<file path="config.mk">
export PLATFORM = sky130hd
export DESIGN_NAME = alu_flags_unit
export DESIGN_NICKNAME = d
export VERILOG_FILES = /design/src/rtl/alu_flags_unit.sv
export SDC_FILE = /design/constraint.sdc
export NUM_CORES = 1
export LEC_CHECK = 0
export ABC_AREA = 1
export CAP_MARGIN = 15
export CORE_MARGIN = 10
export CORE_UTILIZATION = 47
export CTS_CLUSTER_DIAMETER = 50
export CTS_CLUSTER_SIZE = 12
export DETAILED_ROUTE_END_ITERATION = 12
export HOLD_SLACK_MARGIN = 0.06
export PLACE_DENSITY = 0.8
export RECOVER_POWER = 25
export SLEW_MARGIN = 20
export SYNTH_ARGS = -nofsm -noshare
export SYNTH_HDL_FRONTEND = slang
export SYNTH_SLANG_ARGS = --single-unit
</file>
<file path="constraint.sdc">
create_clock -name clk -period 2.7 [get_ports clk]
set_input_delay 0.405 -clock clk [delete_from_list [all_inputs] [get_ports clk]]
set_output_delay 0.405 -clock clk [all_outputs]
set_load 0.1 [all_outputs]
</file>
<file path="src/rtl/alu_flags_unit.sv">
// alu_flags_unit: single-stage registered ALU with condition flags, optional
// signed saturation, sticky overflow flag and saturating overflow counter.
//
// Parameters
//   WIDTH      operand/result width in bits (>= 2)
//   CNT_W      width of the overflow event counter
//
// Ports
//   clk        clock, rising edge
//   rst_n      asynchronous active-low reset
//   in_valid   operation offered
//   in_ready   operation accepted when high together with in_valid
//   a, b       signed two's-complement operands
//   seleccion  [2:0] opcode, [3] saturate enable
//   out_valid  result/flags valid
//   out_ready  consumer accepts the current result
//   result     registered result
//   n, z, c, v registered negative / zero / carry / overflow flags
//   clr_sticky clear sticky_v and ovf_count
//   sticky_v   an overflow has been accepted since the last clear
//   ovf_count  number of accepted overflowing operations (saturating)
module alu_flags_unit #(
  parameter int unsigned WIDTH = 4,
  parameter int unsigned CNT_W = 8
) (
  input  logic             clk,
  input  logic             rst_n,
  input  logic             in_valid,
  output logic             in_ready,
  input  logic [WIDTH-1:0] a,
  input  logic [WIDTH-1:0] b,
  input  logic [3:0]       seleccion,
  output logic             out_valid,
  input  logic             out_ready,
  output logic [WIDTH-1:0] result,
  output logic             n,
  output logic             z,
  output logic             c,
  output logic             v,
  input  logic             clr_sticky,
  output logic             sticky_v,
  output logic [CNT_W-1:0] ovf_count
);

  typedef enum logic [2:0] {
    OpAdd  = 3'b000,
    OpSub  = 3'b001,
    OpAdc  = 3'b010,
    OpSbc  = 3'b011,
    OpNeg  = 3'b100,
    OpCmp  = 3'b101,
    OpPass = 3'b110
  } op_e;

  localparam logic [WIDTH-1:0] MaxPos = {1'b0, {(WIDTH - 1){1'b1}}};
  localparam logic [WIDTH-1:0] MinNeg = {1'b1, {(WIDTH - 1){1'b0}}};
  localparam logic [CNT_W-1:0] CntMax = {CNT_W{1'b1}};

  // State
  logic             out_valid_q, out_valid_d;
  logic [WIDTH-1:0] result_q, result_d;
  logic             n_q, n_d;
  logic             z_q, z_d;
  logic             c_q, c_d;
  logic             v_q, v_d;
  logic             sticky_q, sticky_d;
  logic [CNT_W-1:0] cnt_q, cnt_d;

  // Datapath
  op_e              opcode;
  logic             sat_en;
  logic [WIDTH:0]   op_x, op_y;
  logic             cin;
  logic [WIDTH:0]   raw;
  logic             raw_msb;
  logic             a_msb, b_msb;
  logic             alu_c, alu_v;
  logic [WIDTH-1:0] alu_res;
  logic             accept;
  logic             ovf_event;

  assign opcode = op_e'(seleccion[2:0]);
  assign sat_en = seleccion[3];
  assign a_msb  = a[WIDTH-1];
  assign b_msb  = b[WIDTH-1];

  // Every arithmetic op is expressed as x + y + cin over WIDTH+1 bits so the
  // carry out falls out of the top bit; subtraction is x + ~y + 1 (carry set
  // means no borrow).
  always_comb begin
    op_x = {1'b0, a};
    op_y = {1'b0, b};
    cin  = 1'b0;
    case (opcode)
      OpAdd: begin
        op_y = {1'b0, b};
        cin  = 1'b0;
      end
      OpSub, OpCmp: begin
        op_y = {1'b0, ~b};
        cin  = 1'b1;
      end
      OpAdc: begin
        op_y = {1'b0, b};
        cin  = c_q;
      end
      OpSbc: begin
        op_y = {1'b0, ~b};
        cin  = c_q;
      end
      OpNeg: begin
        op_x = '0;
        op_y = {1'b0, ~a};
        cin  = 1'b1;
      end
      default: begin
        // PASS: a + 0 with no carry in
        op_y = '0;
        cin  = 1'b0;
      end
    endcase
  end

  assign raw     = op_x + op_y + {{WIDTH{1'b0}}, cin};
  assign raw_msb = raw[WIDTH-1];

  // Flags from the unclamped sum
  always_comb begin
    alu_c = raw[WIDTH];
    alu_v = 1'b0;
    case (opcode)
      OpAdd, OpAdc:        alu_v = (a_msb == b_msb) && (raw_msb != a_msb);
      OpSub, OpSbc, OpCmp: alu_v = (a_msb != b_msb) && (raw_msb != a_msb);
      OpNeg:               alu_v = (a == MinNeg);
      default: begin
        alu_c = 1'b0;
        alu_v = 1'b0;
      end
    endcase
  end

  // Saturation: a set raw MSB on overflow means the true value went past the
  // positive limit, a clear one means it went past the negative limit.
  always_comb begin
    alu_res = raw[WIDTH-1:0];
    if (sat_en && alu_v) begin
      alu_res = raw_msb ? MaxPos : MinNeg;
    end
  end

  // Handshake
  assign in_ready  = ~out_valid_q | out_ready;
  assign accept    = in_valid & in_ready;
  assign ovf_event = accept & alu_v;

  always_comb begin
    out_valid_d = out_valid_q;
    result_d    = result_q;
    n_d         = n_q;
    z_d         = z_q;
    c_d         = c_q;
    v_d         = v_q;
    if (accept) begin
      out_valid_d = 1'b1;
      result_d    = alu_res;
      n_d         = alu_res[WIDTH-1];
      z_d         = (alu_res == '0);
      c_d         = alu_c;
      v_d         = alu_v;
    end else if (out_ready) begin
      out_valid_d = 1'b0;
    end
  end

  // Sticky flag and counter: a new overflow wins over a same-cycle clear, so
  // the event is never lost.
  always_comb begin
    sticky_d = sticky_q;
    cnt_d    = cnt_q;
    if (clr_sticky) begin
      sticky_d = ovf_event;
      cnt_d    = ovf_event ? CNT_W'(1) : '0;
    end else if (ovf_event) begin
      sticky_d = 1'b1;
      if (cnt_q != CntMax) begin
        cnt_d = cnt_q + CNT_W'(1);
      end
    end
  end

  always_ff @(posedge clk or negedge rst_n) begin
    if (!rst_n) begin
      out_valid_q <= 1'b0;
      result_q    <= '0;
      n_q         <= 1'b0;
      z_q         <= 1'b0;
      c_q         <= 1'b0;
      v_q         <= 1'b0;
      sticky_q    <= 1'b0;
      cnt_q       <= '0;
    end else begin
      out_valid_q <= out_valid_d;
      result_q    <= result_d;
      n_q         <= n_d;
      z_q         <= z_d;
      c_q         <= c_d;
      v_q         <= v_d;
      sticky_q    <= sticky_d;
      cnt_q       <= cnt_d;
    end
  end

  assign out_valid = out_valid_q;
  assign result    = result_q;
  assign n         = n_q;
  assign z         = z_q;
  assign c         = c_q;
  assign v         = v_q;
  assign sticky_v  = sticky_q;
  assign ovf_count = cnt_q;

endmodule

</file>
# Word-level counts from Yosys, hierarchy flattened
# Cells that the tools add are included.
# W data, S select, Z words.
[totals]
inputBits = 17
wordCells = 56
output_inout_bits = 19
regBits = 18
[op_classes]
n_reduce_logical = 14
eq_ne = 10
muxes = 15
n_bitwise = 6
addsub = 3
[ops]
columns = ["operator", "count"]
rows = [
  ["$mux W8", 3],
  ["$mux W4", 3],
  ["$pmux W4 S3", 1],
  ["$add A8 B1 Y8 const B", 1],
  ["$ne A8 B8 Y1 const B", 1],
  ["$not A4 Y4", 2],
  ["$eq A3 B2 Y1 const B", 2],
  ["$eq A3 B3 Y1 const B", 2],
  ["$mux W1", 6],
  ["$reduce_bool A2 Y1", 3],
  ["$reduce_or A3 Y1", 2],
  ["$reduce_or A6 Y1", 1],
  ["$add A5 B1 Y5", 1],
  ["$add A5 B5 Y5", 1],
  ["$eq A4 B4 Y1 const B", 1],
  ["$logic_not A4 Y1", 1],
  ["$reduce_or A2 Y1", 2],
  ["$eq A3 B1 Y1 const B", 1],
  ["$logic_and A1 B1 Y1", 3],
  ["$logic_not A3 Y1", 1],
  ["$pmux W1 S3", 1],
  ["$and A1 B1 Y1", 2],
  ["$ne A1 B1 Y1", 2],
  ["$pmux W1 S2", 1],
  ["other kinds (4)", 4],
]

# Depth between registers and ports, before layout
[logic_depth]
word_depth = 11
depth_mapped = 19
depth_no_buf = 19

# Least setup slack after synthesis
# No wires, ideal clock.
[synth_path]
kind = "register to register"
from = "register out_valid_q (netlist: out_valid)"
to = "register cnt_q[3] (netlist: ovf_count[3])"
path_stages_with_launch = 10
period_less_slack_ps = 2773
n_path_buf = 0
required_ps = 2580
slack_ps = -73
arrival_time_ps = 2653
setup_ps = 120
cell_sequence = "dfrtp_1 nand2_1 nand2_1 inv_1 nand2_4 nand2_4 nand2_8 inv_6 nand2_1 nand2_1"
[synth_via]
elab_chain_len = 6
[synth_lines]
columns = ["item", "line", "rtl"]
rows = [
  ["start: declaration", "60", "logic out_valid_q, out_valid_d;"],
  ["start signal: assignment", "202", "out_valid_q <= out_valid_d;"],
  ["$not A1 Y1", "152", "assign in_ready = ~out_valid_q | out_ready;"],
  ["$or A1 B1 Y1", "152", ""],
  ["named net in_ready", "29", "output logic in_ready,"],
  ["$and A1 B1 Y1", "153", "assign accept = in_valid & in_ready;"],
  ["$and A1 B1 Y1", "154", "assign ovf_event = accept & alu_v;"],
  ["$reduce_bool A2 Y1 (no line)", "--", ""],
  ["$reduce_and A2 Y1 (no line)", "--", ""],
  ["end signal: assignment", "209", "cnt_q <= cnt_d;"],
  ["end: declaration", "67", "logic [CNT_W-1:0] cnt_q, cnt_d;"],
]
# The timed path passes the listed nets, and every way through them passes these cells.
# A chain may end at the register's enable or synchronous reset.

# Final worst setup path
[layout_path]
from = "input a[0]"
to = "register cnt_q[3] (netlist: ovf_count[3])"
[layout_via]
elab_chain_len = 10
elab_cells_between_ends = 13
classes_between = "add/sub (2); eq/ne (2); mux (3); bitwise (2); reduce/logical (4)"
[layout_lines]
columns = ["item", "line", "rtl"]
rows = [
  ["start: declaration", "30", "input logic [WIDTH-1:0] a,"],
  ["$not A4 Y4", "113", "op_y = {1'b0, ~a};"],
  ["$pmux W4 S3", "94", "case (opcode)"],
  ["$add A5 B5 Y5", "124", "assign raw = op_x + op_y + {{WIDTH{1'b0}}, cin};"],
  ["$add A5 B1 Y5", "124", ""],
  ["$ne A1 B1 Y1", "132, 133", ""],
  ["$logic_and A1 B1 Y1, on equally long branches", "133, 132", ""],
  ["$pmux W1 S3 (*)", "131", "case (opcode)"],
  ["$and A1 B1 Y1 (*)", "154", ""],
  ["$reduce_bool A2 Y1 (no line) (*)", "--", ""],
  ["$reduce_and A2 Y1 (no line) (*)", "--", ""],
]
# Every way passes the cells marked *; elsewhere a longest branch is shown, timed or not.

==> flow_metrics.env <==
export IMPL_hold_viol_final=0
export IMPL_status="completed"
export IMPL_synth_edff_count=0
export IMPL_tns_ns=0
export IMPL_die_y_um=71.1
export IMPL_cts_tree="yes"
export IMPL_rsz0062_at_grt="false"
export IMPL_setup_viol=0
export IMPL_coreArea_um2=2480
export IMPL_die_area_um2=5060
export IMPL_synth_area_leaders="dfrtp_1 (35%), nand2_1 (16%), inv_1 (6.1%)"
export IMPL_grtUsageTotal=0.124
export IMPL_cts_sinks=17
export IMPL_clk_pin_slew_ns=0.10
export IMPL_yosysWarnings=0
export IMPL_placementRows=18
export IMPL_grt_max_degree=18
export IMPL_p_leak_nw=0.938
export IMPL_synth_cells=165
export IMPL_endpoint_kind="flip-flop"
export IMPL_synthesis_area_um2=1230
export IMPL_die_x_um=71.1
export IMPL_first_iter_violations=55
export IMPL_synth_seq_cells=17
export IMPL_synthFlopType="dfrtp_1"
export IMPL_port_buffers=35
export IMPL_ios=36
export IMPL_numCtsBuffers=3
export IMPL_grt_pass1_vias=1256
export IMPL_finalCritPeriodShare=0.860
export IMPL_yosysTopAreaCell="dfrtp_1"
export IMPL_post_drt_wl_per_cell_um=13.3
export IMPL_yosysTopAreaCellShare=0.346
export IMPL_slew_headroom=0.509
export IMPL_routed_via_density=5.12
export IMPL_crit_fanout=5
export IMPL_cts_root_buf="clkbuf_4"
export IMPL_timing_fmax_mhz=431
export IMPL_critPathKind="input port to flip-flop"
export IMPL_hp_class="flip-flop to flip-flop"
export IMPL_start_kind="input port"
export IMPL_globalplace_congestion=0.888
export IMPL_drive_above_1_share=0.270
export IMPL_worst_slew_pin_slew_ns=0.734
export IMPL_min_period_ns=2.32
export IMPL_final_cell_mix="nand2_1 (51), buf_4 (30), inv_1 (18), nor2_1 (18), dfrtp_1 (16)"
export IMPL_drv_slew=0
export IMPL_yosys_cell_types_count=27
export IMPL_final_common_cell="nand2_1"
export IMPL_vdd_drop_max_mv=0.465
export IMPL_grt_pass1_wl_um=5420
export IMPL_grt_antenna_before_repair=0
export IMPL_syn_nets=188
export IMPL_place_inst=240
export IMPL_grt_overflow_total=0
export IMPL_async_flop_share=1.00
export IMPL_clk_path_buf_depth=2
export IMPL_cp_required_ns=2.89
export IMPL_antenna_left=0
export IMPL_vias=1254
export IMPL_drt_drc_violations_left=0
export IMPL_initial_core_util=0.496
export IMPL_ys_seq_area_frac=0.346
export IMPL_nFillCells=211
export IMPL_final_cells=245
export IMPL_fin_nets=239
export IMPL_htreeDepth=1
export IMPL_dp_hpwl_um=2630
export IMPL_clock_latency_ns=0.28
export IMPL_diodes=0
export IMPL_whs_ns=0.485
export IMPL_arrival_ns=2.51
export IMPL_postCtsSetupBuffers=0
export IMPL_synthToLayoutAreaGrowth_pct=40.2
export IMPL_routed_wirelength_um=3260
export IMPL_syn_area_per_cell_um2=7.45
export IMPL_skew_ns=0.0104
export IMPL_power_density_nw_per_um2=577
export IMPL_max_cap_viol_count=0
export IMPL_first_pass_iters=4
## routing by layer
metal | global-route usage | up-vias | share of wire
met4 | 0.0452 | 0 | 0.0095
met2 | 0.217 | 32 | 0.50
met1 | 0.147 | 584 | 0.44
met5 | 0 | - | 0
li1 | - | 636 | -
met3 | 0.0223 | 2 | 0.052
## state kept, by name, indices dropped and copies added, names as in the netlist
| signal | flops |
|---|---|
| ovf_count | 8 |
| result | 4 |
| c | 1 |
| out_valid | 1 |
| sticky_v | 1 |
| v | 1 |
| z | 1 |
## final cells by class
type / instances / area [um^2] / share of cell area
Clock buffer: 3 / 22.5 / 0.0131
Clock inverter: 1 / 5.00 / 0.00290
Inverter: 21 / 86.3 / 0.0501
Multi-Input combinational cell: 127 / 752 / 0.436
Sequential cell: 17 / 427 / 0.248
Tap cell: 30 / 37.5 / 0.0218
Timing Repair Buffer: 46 / 393 / 0.228
## critical path, stage by stage
cell and delay [ns]:
clkdlybuf4s50_1 0.50, o221ai_1 0.16, fa_2 0.42, nand3_2 0.11, nand3_2 0.08, nand2_1 0.07
nand2_2 0.06, nand2_1 0.05, nand2_1 0.05, nand2_2 0.07, nand2_4 0.07, nand2_4 0.10
nand2_8 0.08, nand2_8 0.10, inv_8 0.05, nand2_1 0.06, nand2_1 0.06
## report_power, final
part | switching, W | internal (W)
clock network | 0.0000775 | 0.0000549
registers | 0.0000222 | 0.000285
logic | 0.000408 | 0.000146
## cells in the mapped netlist (2+ instances only)
cell,count
nand2_2,4
dfrtp_1,17
nor2_1,18
a21oi_1,6
nand4_1,4
inv_1,20
nand2_1,52
ha_1,4
nand3_2,3
nor3_1,2
fa_1,2
o221ai_1,3
xor2_1,5
o21ai_1,2
nand3_1,8
nand2_4,3
o21ai_0,2
## final timing paths
kind	slack, ns	depth (start not counted)	start	end
max in group asynchronous	1.57	1	rst_n	c$_DFFE_PN0P_
worst max-delay path	0.38	17	a[0]	ovf_count[3]$_DFFE_PN0P_
min in group asynchronous	0.61	1	rst_n	ovf_count[7]$_DFFE_PN0P_
worst min register to register	0.49	2	sticky_v$_DFFE_PN0P_	sticky_v$_DFFE_PN0P_
worst min-delay path	0.49	2	sticky_v$_DFFE_PN0P_	sticky_v$_DFFE_PN0P_
worst max register to register	0.55	16	c$_DFFE_PN0P_	ovf_count[0]$_DFFE_PN0P_
## per-stage QoR
step           setup slack [ns]  power (W)   util  cell area (um^2)
3_5_place_dp             -0.311   0.000859  0.665              1650
2_1_floorplan             0.263   0.000706      -              1230
4_1_cts                0.000357   0.000990  0.676              1680
5_1_grt                   0.173    0.00104  0.695              1720
6_report                  0.379   0.000993  0.695              1720
3_3_place_gp             -0.207   0.000849  0.665              1650
## repair_timing
| item | 4_1_cts | 5_1_grt |
|---|---|---|
| hold buffers | 0 | 0 |
| setup endpoints to repair | 0 | 15 |
| gates resized for setup | 0 | 13 |
## cell families after synthesis
family	after synthesis	share of synthesized area
AOI/OAI and AO/OA	18	0.0947
xor gates and xnor gates	6	0.0428
adders and majority gates	6	0.0733
buffers and inverters	22	0.0743
DFF	17	0.346
and+or+nand+nor	96	0.369
(Power assumes the default switching activity.)
